--- config.mk ---
export PLATFORM = sky130hd
export DESIGN_NAME = nand_clk_rst_seq
export DESIGN_NICKNAME = d
export VERILOG_FILES = /design/src/rtl/nand_clk_rst_seq.sv
export SDC_FILE = /design/constraint.sdc
export NUM_CORES = 1
export LEC_CHECK = 0
export CORE_ASPECT_RATIO = 1.75
export CORE_MARGIN = 8
export CORE_UTILIZATION = 50
export DETAILED_ROUTE_END_ITERATION = 7
export PLACE_DENSITY = 0.71
export SLEW_MARGIN = 25
export SYNTH_ARGS = -nofsm -noshare
export SYNTH_HDL_FRONTEND = slang
export SYNTH_SLANG_ARGS = --single-unit
--- constraint.sdc ---
create_clock -name clk_in -period 2.4 [get_ports clk_in]
set_input_delay 0.36 -clock clk_in [delete_from_list [all_inputs] [get_ports clk_in]]
set_output_delay 0.36 -clock clk_in [all_outputs]
set_load 0.1 [all_outputs]
--- src/rtl/nand_clk_rst_seq.sv ---
// Purpose : Power-up sequencer for the NAND PHY clocking. It resets the MMCM, waits for lock, resets the
//           IDELAYCTRL, waits for ready, then releases the PHY reset followed by the user reset.
// Latency : Outputs are registered and switch on the same edge as the state they reflect.
//           Lock and ready decisions see the raw inputs two cycles late, because of the synchronizers.
// Backpressure: None. The sequencer has no handshake. restart and reset are honoured on every cycle.
//
// Ports:
//   clk_in         free-running 50 MHz board clock (rising edge only)
//   reset          synchronous active-high block reset (highest priority)
//   mmcm_locked    MMCM lock, asynchronous, synchronized internally
//   idelayctrl_rdy IDELAYCTRL ready, asynchronous, synchronized internally
//   restart        one-cycle request to rerun the whole sequence
//   mmcm_reset     active-high MMCM reset
//   idelayctrl_rst active-high IDELAYCTRL reset
//   phy_resetn     active-low reset for the NAND PHY clock domains
//   usr_resetn     active-low reset for the 50 MHz user domain
//   seq_done       high while in RUN
//   seq_error      high while in ERROR
//   retry_cnt      failed attempts since the last reset/restart (saturating)
//   state_o        state code; ERROR reads back as 0 with seq_error=1
module nand_clk_rst_seq #(
    parameter int RST_HOLD     = 16,
    parameter int LOCK_TIMEOUT = 4096,
    parameter int STAGE_GAP    = 8,
    parameter int MAX_RETRY    = 3
) (
    input  logic       clk_in,
    input  logic       reset,
    input  logic       mmcm_locked,
    input  logic       idelayctrl_rdy,
    input  logic       restart,
    output logic       mmcm_reset,
    output logic       idelayctrl_rst,
    output logic       phy_resetn,
    output logic       usr_resetn,
    output logic       seq_done,
    output logic       seq_error,
    output logic [2:0] retry_cnt,
    output logic [2:0] state_o
);

    localparam logic [3:0] ST_IDLE      = 4'd0;
    localparam logic [3:0] ST_MMCM_RST  = 4'd1;
    localparam logic [3:0] ST_WAIT_LOCK = 4'd2;
    localparam logic [3:0] ST_IDLY_RST  = 4'd3;
    localparam logic [3:0] ST_WAIT_RDY  = 4'd4;
    localparam logic [3:0] ST_REL_PHY   = 4'd5;
    localparam logic [3:0] ST_REL_USR   = 4'd6;
    localparam logic [3:0] ST_RUN       = 4'd7;
    localparam logic [3:0] ST_ERROR     = 4'd8;

    // The dwell counter starts at 0 on entry, so the last cycle of an N-cycle window is N-1.
    localparam logic [15:0] HOLD_LAST   = 16'(RST_HOLD - 1);
    localparam logic [15:0] TMO_LAST    = 16'(LOCK_TIMEOUT - 1);
    localparam logic [15:0] GAP_LAST    = 16'(STAGE_GAP - 1);
    localparam logic [2:0]  RETRY_LIMIT = 3'(MAX_RETRY);

    logic        lk_m, lk_s;
    logic        rd_m, rd_s;
    logic [3:0]  state, state_nxt;
    logic [15:0] dwell, dwell_nxt;
    logic [2:0]  retry_nxt;
    logic        fail;

    always_comb begin
        state_nxt = state;
        retry_nxt = retry_cnt;
        fail      = 1'b0;

        case (state)
            ST_IDLE:      state_nxt = ST_MMCM_RST;
            ST_MMCM_RST:  if (dwell == HOLD_LAST) state_nxt = ST_WAIT_LOCK;
            ST_WAIT_LOCK: begin
                // A lock seen on the final cycle of the window still counts as success.
                if (lk_s)                   state_nxt = ST_IDLY_RST;
                else if (dwell == TMO_LAST) fail      = 1'b1;
            end
            ST_IDLY_RST: begin
                if (!lk_s)                   fail      = 1'b1;
                else if (dwell == HOLD_LAST) state_nxt = ST_WAIT_RDY;
            end
            ST_WAIT_RDY: begin
                if (!lk_s)                  fail      = 1'b1;
                else if (rd_s)              state_nxt = ST_REL_PHY;
                else if (dwell == TMO_LAST) fail      = 1'b1;
            end
            ST_REL_PHY: begin
                if (!lk_s)                  fail      = 1'b1;
                else if (dwell == GAP_LAST) state_nxt = ST_REL_USR;
            end
            ST_REL_USR: begin
                if (!lk_s)                  fail      = 1'b1;
                else if (dwell == GAP_LAST) state_nxt = ST_RUN;
            end
            ST_RUN:   if (!lk_s) fail = 1'b1;
            ST_ERROR: state_nxt = ST_ERROR;
            default:  state_nxt = ST_IDLE;
        endcase

        if (fail) begin
            retry_nxt = (retry_cnt == 3'd7) ? 3'd7 : retry_cnt + 3'd1;
            state_nxt = (retry_nxt < RETRY_LIMIT) ? ST_MMCM_RST : ST_ERROR;
        end

        // restart overrides any failure decided in the same cycle.
        if (restart) begin
            retry_nxt = 3'd0;
            state_nxt = ST_IDLE;
        end

        if (state_nxt != state)     dwell_nxt = 16'd0;
        else if (dwell == 16'hFFFF) dwell_nxt = dwell;
        else                        dwell_nxt = dwell + 16'd1;
    end

    always_ff @(posedge clk_in) begin
        if (reset) begin
            lk_m           <= 1'b0;
            lk_s           <= 1'b0;
            rd_m           <= 1'b0;
            rd_s           <= 1'b0;
            state          <= ST_IDLE;
            dwell          <= 16'd0;
            retry_cnt      <= 3'd0;
            mmcm_reset     <= 1'b1;
            idelayctrl_rst <= 1'b1;
            phy_resetn     <= 1'b0;
            usr_resetn     <= 1'b0;
            seq_done       <= 1'b0;
            seq_error      <= 1'b0;
            state_o        <= 3'd0;
        end else begin
            lk_m           <= mmcm_locked;
            lk_s           <= lk_m;
            rd_m           <= idelayctrl_rdy;
            rd_s           <= rd_m;
            state          <= state_nxt;
            dwell          <= dwell_nxt;
            retry_cnt      <= retry_nxt;
            // The outputs are decoded from the next state, so they change on the same edge as the state register.
            mmcm_reset     <= (state_nxt == ST_MMCM_RST) || (state_nxt == ST_ERROR);
            idelayctrl_rst <= (state_nxt == ST_IDLY_RST) || (state_nxt == ST_ERROR);
            phy_resetn     <= (state_nxt == ST_REL_PHY) || (state_nxt == ST_REL_USR) ||
                              (state_nxt == ST_RUN);
            usr_resetn     <= (state_nxt == ST_REL_USR) || (state_nxt == ST_RUN);
            seq_done       <= (state_nxt == ST_RUN);
            seq_error      <= (state_nxt == ST_ERROR);
            state_o        <= (state_nxt == ST_ERROR) ? 3'd0 : state_nxt[2:0];
        end
    end

endmodule

==> results of run 1 <==
routing by layer:
layer | routed length, µm | vias to the layer above
met5 | 0 | -
met2 | 2590 | 30
met4 | 202 | 0
met1 | 1800 | 815
li1 | - | 874
met3 | 157 | 19
cells by family after synthesis:
group | Yosys count | share of synthesized area
xor gates and xnor gates | 10 | 0.0447
DFF | 36 | 0.368
adders and majority gates | 2 | 0.0128
AOI/OAI and AO/OA | 43 | 0.148
and+or+nand+nor | 106 | 0.355
muxes | 3 | 0.0153
buffers and inverters | 22 | 0.0568
final cells by class:
class	count	area, µm²
fillers	360	1410
multi-input cells	164	1160
flip-flops and latches	36	731
repair buffers	40	335
clock buffers	6	82.6
well taps	48	60.1
inverters	9	33.8
clock inverters	2	10.0
repair_timing:
item,4_1_cts,5_1_grt
resized for setup,0,13
pin swaps,1,4
endpoints found under the setup margin,16,16
setup buffers,2,6
cells in the mapped netlist, types with 2 or more instances:
master     n  share of area
dfxtp_1   36           0.37
nand2_1   18          0.034
nor2_1    17          0.033
a21oi_1   13          0.033
inv_1      9          0.017
nor2b_1    9          0.029
nor3_1     9          0.023
buf_2      8          0.020
nor4_1     8          0.026
nor4_2     7          0.045
o21ai_0    6          0.015
xnor2_1    6          0.027
nand3_1    5          0.013
nand4_1    5          0.016
a211oi_1   4          0.015
and3_1     4          0.013
nor4_4     4          0.043
xor2_1     4          0.018
a31oi_1    3         0.0096
and2_1     3         0.0096
and4_1     3          0.013
mux2i_1    3          0.015
o211ai_1   3          0.011
a21o_1     2         0.0077
buf_6      2          0.011
clkbuf_1   2         0.0038
ha_1       2          0.013
nand2b_1   2         0.0064
o21ai_1    2         0.0051
or2_2      2         0.0064
or3_1      2         0.0064
metrics by stage:
stage          cell area [µm²]  hold slack [ns]  setup TNS (ns)
3_5_place_dp              2210            0.439           -1.07
4_1_cts                   2330            0.456               0
2_1_floorplan             1960            0.414               0
5_1_grt                   2410            0.459          -0.502
6_report                  2410            0.445               0
3_3_place_gp              2210            0.422          -0.458
sequential cells by signal, indices dropped and copies added, names as in the netlist:
register,flops
dwell,16
lk_m,1
rd_m,1
usr_resetn,1
seq_error,1
rd_s,1
lk_s,1
mmcm_reset,1
idelayctrl_rst,1
retry_cnt,3
seq_done,1
phy_resetn,1
state_o,3
state,4
power by group:
part	internal, W	total (W)	switching [W]
sequential	0.000607	0.000616	0.00000853
combinational	0.0000489	0.000124	0.0000749
clock	0.000229	0.000450	0.000221
total	0.000885	0.00119	0.000304
layout by cell type (no fill, tap or decap), types with 6 or more instances in the layout:
cell type / synthesis / routed
dfxtp_1: 36 / 28
dfxtp_2: 0 / 8
nor3_1: 9 / 9
inv_1: 9 / 9
o21ai_0: 6 / 6
buf_4: 1 / 34
xnor2_1: 6 / 6
nor2b_1: 9 / 9
clkbuf_8: 0 / 6
nand2_1: 18 / 18
nor2_1: 17 / 17
a21oi_1: 13 / 13
nor4_2: 7 / 10
worst paths after layout:
check	end	slack (ns)	cells past startpoint
setup / recovery	dwell[5]	0.1	9
hold / removal	lk_s	0.45	1
hold reg to reg	lk_s	0.45	1
setup reg to reg	dwell[5]	0.1	9
worst max-delay path: stages, from the launching register on:
cell and delay (ns):
dfxtp_1 0.37, nor4_4 0.39, and4_4 0.31, nor4_2 0.04
buf_4 0.15, nor4_4 0.36, buf_4 0.19, and2_1 0.17
buf_12 0.16, nor4_1 0.06
==> flow_summary.ini, run 1 <==
[timing]
setup_viol = 0
finalHoldViolCount = 0
fin_ws_ns = 0.0952
fin_crit_ns = 2.30
maxSlewViolCount = 0
max_slew_margin = 0.700
finClkSkew_ns = 0.00379
finalCritPeriodShare = 0.960
fmax_mhz = 434
tightest_slew_ns = 0.451

[layout]
fin_nets = 263
final_core_util = 0.631
layout.cells.non_filler = 305
n_antenna_cell = 0
area_delta_synth_final_pct = 23.2
drive_gt1_frac = 0.292

[yosys]
synth.distinct_cells = 50
syn_area_per_cell_um2 = 8.83
synth_edf_count = 0
netlist_instances = 222
ys_seq_area_frac = 0.368
syn-num-nets = 229
synth-async-reset-ratio = 0
ys_ff_latch = 36
yosys_warnings = 0
ys.flop_type = dfxtp_1
netlist_area_um2 = 1960

[clock_network]
clock-sinks = 36
ctsHoldBuffers = 0
clockRootBuffer = clkbuf_8
cts_max_level = 2
clk_path_buf_depth = 2
cts_inserted_buffers = 5
clk_latency_ns = 0.29
cts_tree = yes
clkTransAtPathRegs_ns = 0.07

[pwr]
p_per_area_nw_per_um2 = 493
p_total_w = 0.00119
p_leak_nw = 0.922
irDropWorstVdd_v = 0.000356

[min_path]
min_from = lk_m
min_path_type = reg2reg

[place]
io_buffer_count = 16
place_inst = 289
post-place-ws_ns = -0.0944
dp_hpwl_um = 3390
place.gp.congestion = 0.878

[global_routing]
grt_use_met2 = 0.282
grt_usage = 0.156
use_met3 = 0.0364
grt_pass1_wl_um = 7910
antenna_found_initial = 0
grt-ovfl-total = 0
grt_max_degree = 17
grtUsageMet1 = 0.151
grt_busiest_layer = met2
grt_pass1_vias = 1734

[detailed_routing]
drc = 0
num_vias = 1738
vias_per_cell = 5.70
routed_wire_length_per_instance_um = 15.6
drt_iter0_markers = 65
antenna_left = 0
first_pass_iters = 4
routed_wl_um = 4760

[die]
io_pins = 17
dieArea_um2 = 6260
core_area_um2 = 3830
dieHeight_um = 98.8
initial_utilization = 0.512
rows = 30
die_w_um = 63.3

[setup_path]
r2r_start = dwell[15]
worstPathRequired_ns = 2.58
startpoint = dwell[15]
cp.arrival_ns = 2.49
cp-end-kind = register
path_max_fanout = 16
start_kind = register
setup.worst_path.class = reg2reg

[status]
status = finished clean

[job]
maxCapViolations = 0
No activity file was read; power rests on OpenSTA's default activity.
==> inputs of run 2 (changes only) <==
Settings changed: CAP_MARGIN set to 20.
==> results of run 2 <==
No change in the layout: final DEF, timing and power equal those of run 1.
==> inputs of run 3 (changes only) <==
Settings changed: DONT_BUFFER_PORTS set to 1, PLACE_DENSITY 0.71 to unset.
==> flow_summary.ini, run 3 (same netlist as run 1, synthesis figures left out) <==
[timing]
rsz0062_at_grt = false
maxSlewViolCount = 0
tightest_slew_ns = 0.440
finalCritPeriodShare = 0.929
fmax_mhz = 448
fin_crit_ns = 2.23
hold_ws_ns = 0.137
finalHoldViolCount = 0
finClkSkew_ns = 0.00873
max_slew_margin = 0.706
tns_ns = 0
setup_viol = 0

[setup_path]
cp.arrival_ns = 2.43
worstReg2RegEnd = dwell[15]
r2r_start = dwell[10]
setup.worst_path.class = reg2reg
path_max_fanout = 8
r2r_slack_ns = 0.17
start_kind = register
r2r_cells = 7
worstPathRequired_ns = 2.60
cp-end-kind = register

[detailed_routing]
num_vias = 1734
routed_wl_um = 5120
routed_wire_length_per_instance_um = 17.5
antenna_left = 0
first_pass_iters = 4
drc = 0
vias_per_cell = 5.94
drt_iter0_markers = 66

[pwr]
p_int_w = 0.00102
power_frac_seq = 0.465
p_clk_frac = 0.437
irDropWorstVdd_v = 0.000472
p_per_area_nw_per_um2 = 542
power.share.combinational = 0.099
switching_power_w = 0.000306
p_leak_nw = 0.894
p_sw_frac = 0.231

[layout]
area_delta_synth_final_pct = 24.7
top_register = dwell
n_antenna_cell = 0
nFillCells = 346
mostFrequentLayoutCells = 30 x dfxtp_1, 24 x buf_4, 18 x nand2_1
largest_reg_flops = 16
drive_gt1_frac = 0.283
fin_nets = 250
reg.largest.list = dwell (16), state (4)
final_common_cell = dfxtp_1

[die]
rows = 30
die_w_um = 63.3
dieHeight_um = 98.8
core_area_um2 = 3830
io_pins = 17
dieArea_um2 = 6260
initial_utilization = 0.512

[job]
maxCapViolations = 0

[clock_network]
clk_path_buf_depth = 2
cts_tree = yes
clk_latency_ns = 0.29
clock-sinks = 36
clockRootBuffer = clkbuf_8
ctsHoldBuffers = 0
cts_inserted_buffers = 5
cts_max_level = 2
clkTransAtPathRegs_ns = 0.07

[place]
place.gp.congestion = 0.974
io_buffer_count = 0
dp_hpwl_um = 3630

[min_path]
min_from = reset
min_path_type = in2reg
hold_depth = 1
min_to = lk_s

[global_routing]
antenna_found_initial = 0
grt-ovfl-total = 0
grt_usage = 0.159
grt_pass1_vias = 1835
grt_max_degree = 17
grt_pass1_wl_um = 8150

[status]
status = finished clean
==> run 3: cell types whose count changed in the layout (fill, tap and decap cells not counted), moves of 3 or more <==
cell             before  now
buf_4                34   24
nor4_4                4   11
clkdlybuf4s50_1       4    0
dfxtp_2               8    4
nor4_2               10    6
nor4_1                5    2
==> run 3: worst max path at each step <==
stage                            to  depth (start not counted)  slack, ns         start
after floorplan            dwell[6]                          7       0.17  retry_cnt[0]
after global placement    dwell[12]                          8       0.14      dwell[0]
after detailed placement   dwell[6]                          8       0.07      dwell[0]
after CTS                  dwell[6]                          8       0.04      dwell[0]
after global routing       dwell[9]                          7       0.07     dwell[10]
final                     dwell[15]                          7       0.17     dwell[10]
==> run 3: metal layers <==
layer | vias to the layer above | global-route usage | routed length (µm)
met3 | 18 | 0.0398 | 186
met4 | 0 | 0.114 | 186
met1 | 834 | 0.144 | 1830
li1 | 842 | - | -
met5 | - | 0 | 0
met2 | 40 | 0.294 | 2920
==> run 3: worst max-delay path, stage by stage (launching register included) <==
cell       delay [ns]
dfxtp_1          0.40
nor4_4           0.37
nand4_2          0.16
o211a_1          0.28
nor4_4           0.32
a211oi_4         0.14
clkbuf_16        0.20
nor4_2           0.26
==> run 3: area by class of cell <==
cell class	count	area, µm²	area share
clock inverters	1	30.0	0.0123
clock buffers	7	96.3	0.0394
well taps	48	60.1	0.0246
multi-input cells	164	1250	0.510
flip-flops and latches	36	733	0.300
inverters	9	33.8	0.0138
repair buffers	27	245	0.100
==> run 3: timing repair <==
action                                  4_1_cts  5_1_grt
buffers inserted                              0        2
gates resized for setup                       0       24
endpoints found under the setup margin        0       14
==> run 3: power groups by stage <==
stage          registers (W)  logic (W)  clock network [W]
6_report            0.000616   0.000131           0.000579
5_1_grt             0.000617   0.000137           0.000609
4_1_cts             0.000615   0.000103           0.000594
3_5_place_dp        0.000629   0.000103                  0
3_3_place_gp        0.000628   0.000100                  0
2_1_floorplan       0.000647  0.0000569                  0
==> run 3: per-stage QoR <==
stage          total power, W  std cells   util  setup slack (ns)  area, µm²
6_report              0.00133        292  0.639             0.170       2440
5_1_grt               0.00136        292  0.639            0.0696       2440
3_3_place_gp         0.000729        282  0.564             0.142       2160
2_1_floorplan        0.000704        222      -             0.166       1960
4_1_cts               0.00131        290  0.597            0.0369       2280
3_5_place_dp         0.000732        282  0.564            0.0673       2160
